[config.mk]
export PLATFORM = sky130hd
export DESIGN_NAME = item_spawner
export DESIGN_NICKNAME = d
export VERILOG_FILES = /design/src/rtl/item_spawner.sv
export SDC_FILE = /design/constraint.sdc
export NUM_CORES = 1
export LEC_CHECK = 0
export BUFFER_PORTS_ARGS = -buffer_cell sky130_fd_sc_hd__buf_4
export CORE_MARGIN = 10
export CORE_UTILIZATION = 58
export CTS_CLUSTER_DIAMETER = 120
export DETAILED_ROUTE_END_ITERATION = 8
export HOLD_SLACK_MARGIN = 0.12
export MAX_ROUTING_LAYER = met4
export PLACE_DENSITY = 0.86
export SKIP_LAST_GASP = 1
export SYNTH_ARGS = -nofsm -noshare
export SYNTH_HDL_FRONTEND = slang
export SYNTH_SLANG_ARGS = --single-unit
export TNS_END_PERCENT = 100
[constraint.sdc]
create_clock -name clk -period 2.9 [get_ports clk]
set_clock_uncertainty 0.2 [all_clocks]
set_input_delay 0 -clock clk [delete_from_list [all_inputs] [get_ports clk]]
set_output_delay 0 -clock clk [all_outputs]
set_load 0.01 [all_outputs]
[src/rtl/item_spawner.sv]
// Food item placer: keeps up to NUM_ITEMS slots filled with LFSR-drawn cells that lie
// inside the field, avoid each other and avoid every snake segment of a full body pass.
module item_spawner #(
  parameter int NUM_ITEMS = 4,
  parameter int X_BITS    = 5,
  parameter int Y_BITS    = 4,
  parameter int FIELD_W   = 20,
  parameter int FIELD_H   = 12,
  localparam int IDX_W    = (NUM_ITEMS > 1) ? $clog2(NUM_ITEMS) : 1,
  localparam int ACT_W    = $clog2(NUM_ITEMS + 1)
) (
  input  logic                          clk,
  input  logic                          rst_n,
  input  logic [ACT_W-1:0]              i_active,
  input  logic                          i_entropy,
  input  logic                          i_seg_valid,
  input  logic                          i_seg_first,
  input  logic                          i_seg_last,
  input  logic [X_BITS-1:0]             i_seg_x,
  input  logic [Y_BITS-1:0]             i_seg_y,
  output logic [NUM_ITEMS*X_BITS-1:0]   o_item_x,
  output logic [NUM_ITEMS*Y_BITS-1:0]   o_item_y,
  output logic [NUM_ITEMS-1:0]          o_ready,
  output logic                          o_eat,
  output logic [IDX_W-1:0]              o_eat_idx
);

  localparam logic [2:0] S_IDLE  = 3'd0;
  localparam logic [2:0] S_DRAW  = 3'd1;
  localparam logic [2:0] S_CHECK = 3'd2;
  localparam logic [2:0] S_WAIT  = 3'd3;
  localparam logic [2:0] S_TEST  = 3'd4;
  localparam logic [2:0] S_READY = 3'd5;

  // Right-shifting Galois masks of maximal-length polynomials
  function automatic logic [7:0] lfsr_taps(input int w);
    case (w)
      2:       return 8'h03;
      3:       return 8'h06;
      4:       return 8'h0C;
      5:       return 8'h14;
      6:       return 8'h30;
      7:       return 8'h60;
      8:       return 8'hB8;
      default: return 8'h00;
    endcase
  endfunction

  function automatic int gcd(input int a, input int b);
    int p, q, t;
    p = a;
    q = b;
    while (q != 0) begin
      t = p % q;
      p = q;
      q = t;
    end
    return p;
  endfunction

  localparam logic [X_BITS-1:0] TAP_X = X_BITS'(lfsr_taps(X_BITS));
  localparam logic [Y_BITS-1:0] TAP_Y = Y_BITS'(lfsr_taps(Y_BITS));
  localparam logic [X_BITS-1:0] MAX_X = X_BITS'(FIELD_W);
  localparam logic [Y_BITS-1:0] MAX_Y = Y_BITS'(FIELD_H);

  // Coprime periods make the joint (x,y) sequence visit every pair
  if (gcd((1 << X_BITS) - 1, (1 << Y_BITS) - 1) != 1) begin : g_period_check
    $error("item_spawner: LFSR periods are not coprime");
  end
  if (lfsr_taps(X_BITS) == 8'h00 || lfsr_taps(Y_BITS) == 8'h00) begin : g_tap_check
    $error("item_spawner: unsupported LFSR width");
  end

  logic [2:0]          state [NUM_ITEMS];
  logic [X_BITS-1:0]   pos_x [NUM_ITEMS];
  logic [Y_BITS-1:0]   pos_y [NUM_ITEMS];
  logic [X_BITS-1:0]   lfsr_x;
  logic [Y_BITS-1:0]   lfsr_y;
  logic [NUM_ITEMS-1:0] active, grant, placed, hit, reject;
  logic                draw_taken, eat_any, step;
  logic [IDX_W-1:0]    eat_idx;

  always_comb begin
    grant      = '0;
    draw_taken = 1'b0;
    eat_any    = 1'b0;
    eat_idx    = '0;
    for (int unsigned k = 0; k < NUM_ITEMS; k++) begin
      active[k] = (32'(i_active) > k);
      placed[k] = active[k] && (state[k] == S_CHECK || state[k] == S_WAIT ||
                                state[k] == S_TEST  || state[k] == S_READY);
      hit[k]    = i_seg_valid && (i_seg_x == pos_x[k]) && (i_seg_y == pos_y[k]);
      if (!draw_taken && active[k] && state[k] == S_DRAW) begin
        grant[k]   = 1'b1;
        draw_taken = 1'b1;
      end
      if (active[k] && state[k] == S_READY && hit[k] && i_seg_first) begin
        eat_any = 1'b1;
        eat_idx = IDX_W'(k);
      end
    end
    for (int unsigned k = 0; k < NUM_ITEMS; k++) begin
      reject[k] = (pos_x[k] == '0) || (pos_x[k] > MAX_X) ||
                  (pos_y[k] == '0) || (pos_y[k] > MAX_Y);
      for (int unsigned j = 0; j < NUM_ITEMS; j++) begin
        if (j != k && placed[j] && pos_x[j] == pos_x[k] && pos_y[j] == pos_y[k])
          reject[k] = 1'b1;
      end
    end
    step = draw_taken || i_entropy;
  end

  always_ff @(posedge clk) begin
    if (!rst_n) begin
      lfsr_x    <= X_BITS'(1);
      lfsr_y    <= Y_BITS'(1);
      o_eat     <= 1'b0;
      o_eat_idx <= '0;
      for (int unsigned k = 0; k < NUM_ITEMS; k++) begin
        state[k] <= S_DRAW;
        pos_x[k] <= '0;
        pos_y[k] <= '0;
      end
    end else begin
      if (step) begin
        lfsr_x <= lfsr_x[0] ? ((lfsr_x >> 1) ^ TAP_X) : (lfsr_x >> 1);
        lfsr_y <= lfsr_y[0] ? ((lfsr_y >> 1) ^ TAP_Y) : (lfsr_y >> 1);
      end
      o_eat     <= eat_any;
      o_eat_idx <= eat_idx;
      for (int unsigned k = 0; k < NUM_ITEMS; k++) begin
        if (!active[k]) begin
          state[k] <= S_IDLE;
        end else begin
          case (state[k])
            S_IDLE: state[k] <= S_DRAW;
            S_DRAW:
              if (grant[k]) begin
                pos_x[k] <= lfsr_x;
                pos_y[k] <= lfsr_y;
                state[k] <= S_CHECK;
              end
            S_CHECK: state[k] <= reject[k] ? S_DRAW : S_WAIT;
            // The opening head beat is already a test beat, including a one-beat snake
            S_WAIT:
              if (i_seg_valid && i_seg_first) begin
                if (hit[k])          state[k] <= S_DRAW;
                else if (i_seg_last) state[k] <= S_READY;
                else                 state[k] <= S_TEST;
              end
            S_TEST:
              if (hit[k])                        state[k] <= S_DRAW;
              else if (i_seg_valid && i_seg_last) state[k] <= S_READY;
            S_READY: if (hit[k]) state[k] <= S_DRAW;
            default: state[k] <= S_DRAW;
          endcase
        end
      end
    end
  end

  always_comb begin
    o_item_x = '0;
    o_item_y = '0;
    o_ready  = '0;
    for (int unsigned k = 0; k < NUM_ITEMS; k++) begin
      o_item_x[k*X_BITS +: X_BITS] = pos_x[k];
      o_item_y[k*Y_BITS +: Y_BITS] = pos_y[k];
      o_ready[k]                   = (state[k] == S_READY);
    end
  end

endmodule

==> results of run 1 <==
## path summary, 6_finish.rpt
path,start,end
setup / recovery,pos_x[0][2],state[0][0]
hold / removal,i_seg_x[4],state[3][0]
setup reg to reg,pos_x[0][2],state[0][0]
hold reg to reg,lfsr_y[1],lfsr_y[1]
## worst max-delay path, delay by kind of cell, from the launching register on
family          cells  cell delay (ps)
buf+inv             2              790
flops               1              610
simple gates        2              490
xor+xnor            1              230
compound gates      2              170
## metal layers
| metal | track usage, % | vias up | share of wire [%] |
|---|---|---|---|
| met5 | - | - | 0 |
| met3 | 4.67 | 26 | 10 |
| li1 | - | 1726 | - |
| met4 | 7.64 | 0 | 1.9 |
| met2 | 39.2 | 251 | 49 |
| met1 | 30.0 | 1785 | 39 |
## layout by cell type, fill, tap and decap left out, types with 4 or more instances in the layout
master and count:
dlygate4sd3_1 20, nor4_1 12, nand3_1 7, buf_4 69
clkbuf_8 9, o211ai_1 4, or4_1 5, a21oi_1 10
nand2b_1 4, dfxtp_1 12, nand4_1 19, o21a_1 4
mux2i_1 7, nor2b_1 8, xor2_1 36, nand2_1 19
and2_1 30, xnor2_1 57, o21ai_0 11, edfxtp_1 48
nor2_1 23, and3_1 13, nor3_1 13
## power by group
part,leakage (nW),internal (mW),switching (mW)
clock,0.112,0.455,0.372
sequential,0.607,1.15,0.435
combinational,1.35,0.661,0.685
## state kept, by name, summed over array words and instances (netlist names)
name       flops
lfsr_x         5
o_eat_idx      2
o_eat          1
pos_x         20
pos_y         16
state         12
lfsr_y         4
## through the flow
stage	setup slack [ps]	hold WS (ps)	utilization, %	cell area, sq um	instances
after global routing	54.3	316	71.2	5190	608
after CTS	291	225	71.2	5190	608
after detailed placement	412	135	65.5	4770	572
after floorplan	672	-17.9	-	4390	457
after global placement	476	125	65.5	4770	572
final	244	234	71.2	5190	608
## kinds of logic (layout without fill, tap and decap cells)
logic type / after synthesis / in the layout
multiplexers: 7 / 7
AND/OR/NAND/NOR: 180 / 180
flip-flops: 60 / 60
AO/OA/AOI/OAI: 59 / 59
XOR/XNOR: 93 / 93
adder cells (fa/ha/maj): 1 / 1
buffers and inverters: 57 / 109
## cell type report
class / count / area, sq um
clock inverters: 6 / 70.1
flip-flops and latches: 60 / 1680
repair buffers: 89 / 718
inverters: 4 / 15.0
clock buffers: 10 / 149
well taps: 99 / 124
multi-input cells: 340 / 2430
fillers: 568 / 2100
## what timing repair did
| action | in CTS | in global routing |
|---|---|---|
| endpoints found under the setup margin | 0 | 0 |
| hold endpoints to repair | 49 | 0 |
| hold buffers | 20 | 0 |
==> flow_metrics.tcl, run 1 <==
set metrics [dict create \
    ys_top_cells_by_area "edfxtp_1 (33%), xnor2_1 (11%), xor2_1 (7.2%)" \
    dr.first_iter.drc_count 473 \
    place_hpwl_um 9930 \
    setup_tns_ps 0 \
    rows 31 \
    synth_top_flop_cell "edfxtp_1" \
    antenna_found_initial 0 \
    yosys_register_bits 60 \
    clock_tree.buffer_depth 2 \
    arrival_ps 2640 \
    diodes 0 \
    r2r_setup_slack_ps 240 \
    required_ps 2890 \
    synth-adder-area-share_pct 0.285 \
    cts_resized 0 \
    wire_per_inst_um 22.5 \
    p_leak_nw 2.07 \
    period_share_pct 91.6 \
    routed_wirelength_um 13700 \
    ys_seq_area_share_pct 38.3 \
    cts.sinks 60 \
    yosysWarnings 0 \
    timing_worst_setup_path_type "reg -> reg" \
    synth-edff-count 48 \
    synth_cell_type_count 63 \
    overflow 0 \
    gp_congestion 0.954 \
    power_density_nw_per_um2 724 \
    grt_usage_pct 24.3 \
    hold_depth 6 \
    synthMuxAreaShare_pct 1.60 \
    rsz0062_at_grt "false" \
    crit_slowest_cell "edfxtp_1" \
    synth-simple-area-share_pct 25.2 \
    area_delta_synth_final_pct 18.4 \
    fmax_mhz 376 \
    design_power_total_mw 3.76 \
    start_util_pct 60.2 \
    critPathMaxFanout 7 \
    synthArstFlopShare_pct 0 \
    htreeDepth 3 \
    tightest_slew_ps 585 \
    synth_area_sq_um 4390 \
    drc 0 \
    crit_chain "xnor2_1, nand4_1, nor4_1, buf_4, o32ai_1, dlygate4sd3_1, o21ai_0" \
    critPathCaptureType "register" \
    ff2ff_path_depth 7 \
    layout.nets 523 \
    drv_cap 0 \
    clkLatencyLatePin_ps 340 \
    syn_avg_cell_area_sq_um 9.60 \
    core_region_area_sq_um 7290 \
    synth_common_cells "xnor2_1 (57), edfxtp_1 (48), xor2_1 (36)" \
    grt_pass1_vias 3695 \
    maxSlewViolCount 0 \
    dieArea_sq_um 11400 \
    postRouteAntennaNets 0 \
    synth-compound-area-share_pct 9.81 \
    synth_top_cell_by_area "edfxtp_1" \
    ios 61 \
    grt_max_degree 29 \
    hold_viol 0 \
    num_vias 3788 \
    ir_drop_uv 650 \
    grt_pass1_wl_um 21000 \
    drive_above_1_share_pct 20.2 \
    portBuffers 60 \
    max_stage_delay_ps 610 \
    cts_tree "built" \
    synth_top_area_share_pct 32.9 \
    cts_buffers 9 \
    synth_top_family_by_area "simple AND/OR/NAND/NOR gates" \
    syn-num-nets 476 \
    postCtsSetupBuffers 0 \
    syn_inst 457 \
    max_slew_margin_pct 60.6 \
    vias_per_cell 6.23 \
    synth.most_common_cell "xnor2_1" \
    die_w_um 107 \
    cts_root_buffer "clkbuf_8" \
    status "completed" \
    fin_crit_ps 2660 \
    clkTransAtPathRegs_ps 80 \
    die_h_um 107 \
    start_kind "register" \
    setup_viol_count_final 0 \
    hold_path.class "in -> reg" \
    first_pass_iters 5 \
    synth-xor-area-share_pct 18.6 \
]
(Power assumes the default switching activity.)
==> run 2: changes to the inputs <==
- CAP_MARGIN: not set -> 20
- RECOVER_POWER: not set -> 100
==> run 2 against run 1 <==
Sequential power barely moved; clock power rose by 0.6%; total power fell by 3.3%; setup slack got worse by 49 ps; sequential share of layout area rose by 1.3 points; non-clock buffer count did not move; core utilization fell by 2.8 points; largest cell class unchanged; global-route usage did not move; first-iteration DRC count fell by 0.85%; register-to-register slack got worse by 50 ps; critical path depth did not move.
==> flow_metrics.tcl, run 2 (synthesized netlist as in run 1, its figures left out) <==
set metrics [dict create \
    status "completed" \
    die_h_um 107 \
    dr.first_iter.drc_count 469 \
    clock_tree.buffer_depth 2 \
    cts_buffers 9 \
    final_cell_area_sq_um 4990 \
    crit_start "pos_x[0][3]" \
    start_util_pct 60.2 \
    die_w_um 107 \
    dieArea_sq_um 11400 \
    layout_common_cells "xnor2_1 (57), edfxtp_1 (48), clkbuf_1 (43)" \
    pre_cts_ws_ps 412 \
    antenna_found_initial 0 \
    grt_pass1_wl_um 21000 \
    layout.nets 523 \
    setup_tns_ps 0 \
    grt_usage_pct 24.3 \
    grt_max_degree 29 \
    start_kind "register" \
    ir_drop_uv 627 \
    overflow 0 \
    drc 0 \
    r2r_start "pos_x[0][3]" \
    crit_slowest_cell "edfxtp_1" \
    dpl_cell_area_sq_um 4770 \
    r2r_setup_slack_ps 190 \
    timing_worst_setup_path_type "reg -> reg" \
    gp_congestion 0.954 \
    fillerInstances 610 \
    fmax_mhz 370 \
    arrival_ps 2690 \
    worstReg2RegEnd "state[0][0]" \
    place_hpwl_um 9930 \
    portBuffers 60 \
    reg_top3 "pos_x: 20 flops, pos_y: 16 flops, state: 12 flops" \
    setup_viol_count_final 0 \
    max_slew_margin_pct 41.4 \
    clkLatencyLatePin_ps 340 \
    hold_depth 6 \
    rows 31 \
    drive_above_1_share_pct 10.2 \
    cts_tree "built" \
    dp.cells 572 \
    ios 61 \
    vias_per_cell 6.27 \
    largest_reg_flops 20 \
    rsz0062_at_grt "false" \
    hold_viol 0 \
    maxSlewViolCount 0 \
    cts_root_buffer "clkbuf_8" \
    grt_pass1_vias 3695 \
    crit_chain "xnor2_1, nand4_1, nor4_1, clkbuf_1, o32ai_1, dlygate4sd3_1, o21ai_0" \
    top_register "pos_x" \
    crit_end "state[0][0]" \
    diodes 0 \
    fin_util_pct 68.4 \
    cts_resized 0 \
    required_ps 2880 \
    wire_per_inst_um 22.3 \
    area_delta_synth_final_pct 13.7 \
    drv_cap 0 \
    core_region_area_sq_um 7290 \
    max_stage_delay_ps 600 \
    routed_wirelength_um 13600 \
    hold_path.class "in -> reg" \
    htreeDepth 3 \
    first_pass_iters 6 \
    postRouteAntennaNets 0 \
    p_leak_nw 1.86 \
    tightest_slew_ps 872 \
    ff2ff_path_depth 7 \
    clkTransAtPathRegs_ps 80 \
    fin_crit_ps 2710 \
    critPathMaxFanout 7 \
    worst_slack_ps 195 \
    stdcell_count 608 \
    period_share_pct 93.3 \
    critPathCaptureType "register" \
    final_common_cell "xnor2_1" \
    num_vias 3810 \
    cts.sinks 60 \
    power_density_nw_per_um2 729 \
]
==> run 2: cell count changes in the layout (fill, tap and decap cells not counted), sizes merged <==
cell,before,now
buf,69,26
clkbuf,10,53
==> run 2: how the worst min path moves through the flow <==
| stage | end | startpoint |
|---|---|---|
| 2_1_floorplan | o_eat_idx[0] | i_seg_first |
| 3_3_place_gp | lfsr_x[0] | rst_n |
| 3_5_place_dp | lfsr_x[0] | rst_n |
| 4_1_cts | state[3][0] | i_seg_x[4] |
| 5_1_grt | o_eat_idx[0] | i_seg_x[3] |
| 6_report | state[3][0] | i_seg_x[4] |
==> run 2: timing repair <==
| action | CTS | global route |
|---|---|---|
| hold buffers | 20 | 0 |
| endpoints found under the hold margin | 49 | 0 |
| buffers inserted | 0 | 0 |
==> run 2: per-stage QoR <==
step	total power, mW	hold slack [ps]
5_1_grt	3.80	321
4_1_cts	3.74	225
6_report	3.64	236
2_1_floorplan	2.41	-17.9
3_5_place_dp	2.89	135
3_3_place_gp	2.85	125
==> run 2: final cells by class <==
cell class / instances / area (sq um) / share of cell area [%]
Multi-Input combinational cell: 340 / 2390 / 48.0
Sequential cell: 60 / 1680 / 33.7
Timing Repair Buffer: 89 / 557 / 11.2
Clock buffer: 10 / 149 / 2.98
Tap cell: 99 / 124 / 2.48
Clock inverter: 6 / 70.1 / 1.40
Inverter: 4 / 15.0 / 0.301
==> run 2: power by group <==
group          switching (mW)  leakage, nW  internal [mW]
registers               0.428        0.607           1.15
clock network           0.377        0.112          0.455
logic                   0.671         1.14          0.551
total                    1.48         1.86           2.16
==> run 2: worst max-delay path, delay by kind of cell, from the launching register on <==
kind,cells,cell delay (ps)
simple gates,2,470
flops,1,600
xor+xnor,1,250
buf+inv,2,830
compound gates,2,190
==> run 2: routing by layer <==
metal	global-route usage, %	part of all wire (%)	up-vias
met5	-	0	-
met4	7.64	2.1	0
li1	-	-	1721
met1	30.0	40	1793
met2	39.2	48	256
met3	4.67	9.4	40
==> run 3: changes to the inputs <==
--- a/config.mk
+++ b/config.mk
@@ -17,3 +17,2 @@
 export RECOVER_POWER = 100
-export SKIP_LAST_GASP = 1
 export SYNTH_ARGS = -nofsm -noshare
==> constraint.sdc (replaced) <==
create_clock -name clk -period 2.9 [get_ports clk]
set_clock_uncertainty 0.2 [all_clocks]
set_input_delay 0.87 -clock clk [delete_from_list [all_inputs] [get_ports clk]]
set_output_delay 0.87 -clock clk [all_outputs]
set_load 0.01 [all_outputs]
==> run 3 against run 2 <==
Global-route usage decreased by 0.48 points; core utilization shrank 3.2 points; first-iteration DRC count decreased by 17%; count of clock-buffer cells in the layout rose by 2; hold slack improved by 170 ps; critical path type is now in -> reg; critical endpoint is now state[1][1]; design area decreased by 4.6%; sequential power is essentially flat; combinational power about the same.
==> flow_metrics.tcl, run 3 (synthesized netlist as in run 1, its figures left out) <==
set metrics [dict create \
    hold_viol 0 \
    drc 0 \
    r2r_start "pos_y[3][2]" \
    p_leak_nw 1.76 \
    place_hpwl_um 10200 \
    fin_crit_ps 2640 \
    layout.nets 508 \
    arrival_ps 2610 \
    setup_viol_count_final 0 \
    holdWs_ps 408 \
    period_share_pct 91.0 \
    start_util_pct 60.2 \
    top_register "pos_x" \
    gp_congestion 0.968 \
    dpl_cell_area_sq_um 4810 \
    critPathMaxFanout 16 \
    cts.sinks 60 \
    die_w_um 107 \
    dr.first_iter.drc_count 388 \
    clock_tree.buffer_depth 2 \
    grt_usage_pct 23.8 \
    hold_depth 2 \
    use_met3_pct 4.61 \
    fmax_mhz 379 \
    largest_reg_flops 20 \
    ff2ff_path_depth 6 \
    ir_drop_uv 742 \
    drv_cap 0 \
    area_delta_synth_final_pct 8.47 \
    required_ps 2870 \
    clkLatencyLatePin_ps 340 \
    final_cell_area_sq_um 4760 \
    power_density_nw_per_um2 728 \
    cts_root_buffer "clkbuf_8" \
    cts_resized 0 \
    reg_top3 "pos_x: 20 flops, pos_y: 16 flops, state: 12 flops" \
    grt_max_degree 18 \
    cts_buffers 9 \
    dieArea_sq_um 11400 \
    hold_path.class "reg -> reg" \
    clkTransAtPathRegs_ps 70 \
    critPathCaptureType "register" \
    cts_tree "built" \
    hold_start "lfsr_x[1]" \
    num_vias 3700 \
    final_common_cell "xnor2_1" \
    ios 61 \
    vias_per_cell 6.24 \
    grt_most_used_layer "met2" \
    postRouteAntennaNets 0 \
    maxSlewViolCount 0 \
    antenna_found_initial 0 \
    grt_pass1_wl_um 20500 \
    layout_common_cells "xnor2_1 (57), clkbuf_1 (48), edfxtp_1 (48)" \
    postCtsSetupBuffers 0 \
    drive_above_1_share_pct 10.5 \
    first_pass_iters 5 \
    r2r_setup_slack_ps 390 \
    ctsHoldBuffers 0 \
    hold_end "lfsr_x[1]" \
    overflow 0 \
    wire_per_inst_um 22.5 \
    start_kind "input port" \
    setup_tns_ps 0 \
    worstReg2RegEnd "state[3][0]" \
    core_region_area_sq_um 7290 \
    routed_wirelength_um 13400 \
    timing_worst_setup_path_type "in -> reg" \
    status "completed" \
    tightest_slew_ps 569 \
    grt_use_met1_pct 30.2 \
    register_area_sq_um 1680 \
    die_h_um 107 \
    diodes 0 \
    max_slew_margin_pct 62.1 \
    rsz0062_at_grt "false" \
    portBuffers 60 \
    rows 31 \
    htreeDepth 3 \
    fillerInstances 647 \
    grtUsageMet2_pct 37.4 \
    grt_pass1_vias 3596 \
    multi_input_area_sq_um 2390 \
]
run 3: cell types whose count changed in the layout (fill, tap and decap cells not counted), moves of 3 or more:
cell / delta
dlygate4sd3_1: -20
and2_1: +5
clkinv_4: -3
and2_0: -5
clkbuf_1: +5
run 3: final cells by class:
type | instances | share of cell area (%)
multi-input combinational | 340 | 50.2
sequential | 60 | 35.3
timing repair buffer | 74 | 7.99
clock buffer | 12 | 3.05
tap | 99 | 2.60
clock inverter | 4 | 0.526
inverter | 4 | 0.316
run 3: through the flow:
| stage | power, mW | worst slack [ps] | cells | util (%) |
|---|---|---|---|---|
| global placement | 2.86 | 172 | 577 | 66.0 |
| global route | 3.63 | 106 | 593 | 65.3 |
| finish | 3.46 | 261 | 593 | 65.3 |
| detailed placement | 2.90 | 125 | 577 | 66.0 |
| floorplan | 2.41 | 4.13 | 457 | - |
| CTS | 3.56 | 309 | 593 | 68.3 |
run 3: worst max-delay path, cell delays in order:
cell and delay [ps]:
buf_4 160, o31ai_1 390, nor3_1 140, nor3_1 320, clkbuf_1 490, o21bai_1 220
run 3: power breakdown:
part / switching, mW / internal [mW] / total, mW / leakage [nW]
Sequential: 0.453 / 1.15 / 1.61 / 0.607
Clock: 0.335 / 0.331 / 0.665 / 0.0824
Combinational: 0.653 / 0.538 / 1.19 / 1.07
run 3: worst max path at each step:
stage,start,end,slack (ps),depth (start not counted)
floorplan,i_active[1],pos_x[1][0],4,5
global placement,i_seg_x[3],state[1][0],170,6
detailed placement,i_active[2],pos_x[3][1],130,5
CTS,state[1][2],o_ready[1],310,3
global route,i_active[2],state[1][1],110,6
finish,i_active[2],state[1][1],260,6
run 3: per-layer routing:
| layer | routed length, um | vias to the layer above |
|---|---|---|
| met3 | 1220 | 37 |
| met2 | 6450 | 219 |
| met4 | 309 | 0 |
| li1 | - | 1682 |
| met5 | 0 | - |
| met1 | 5380 | 1762 |
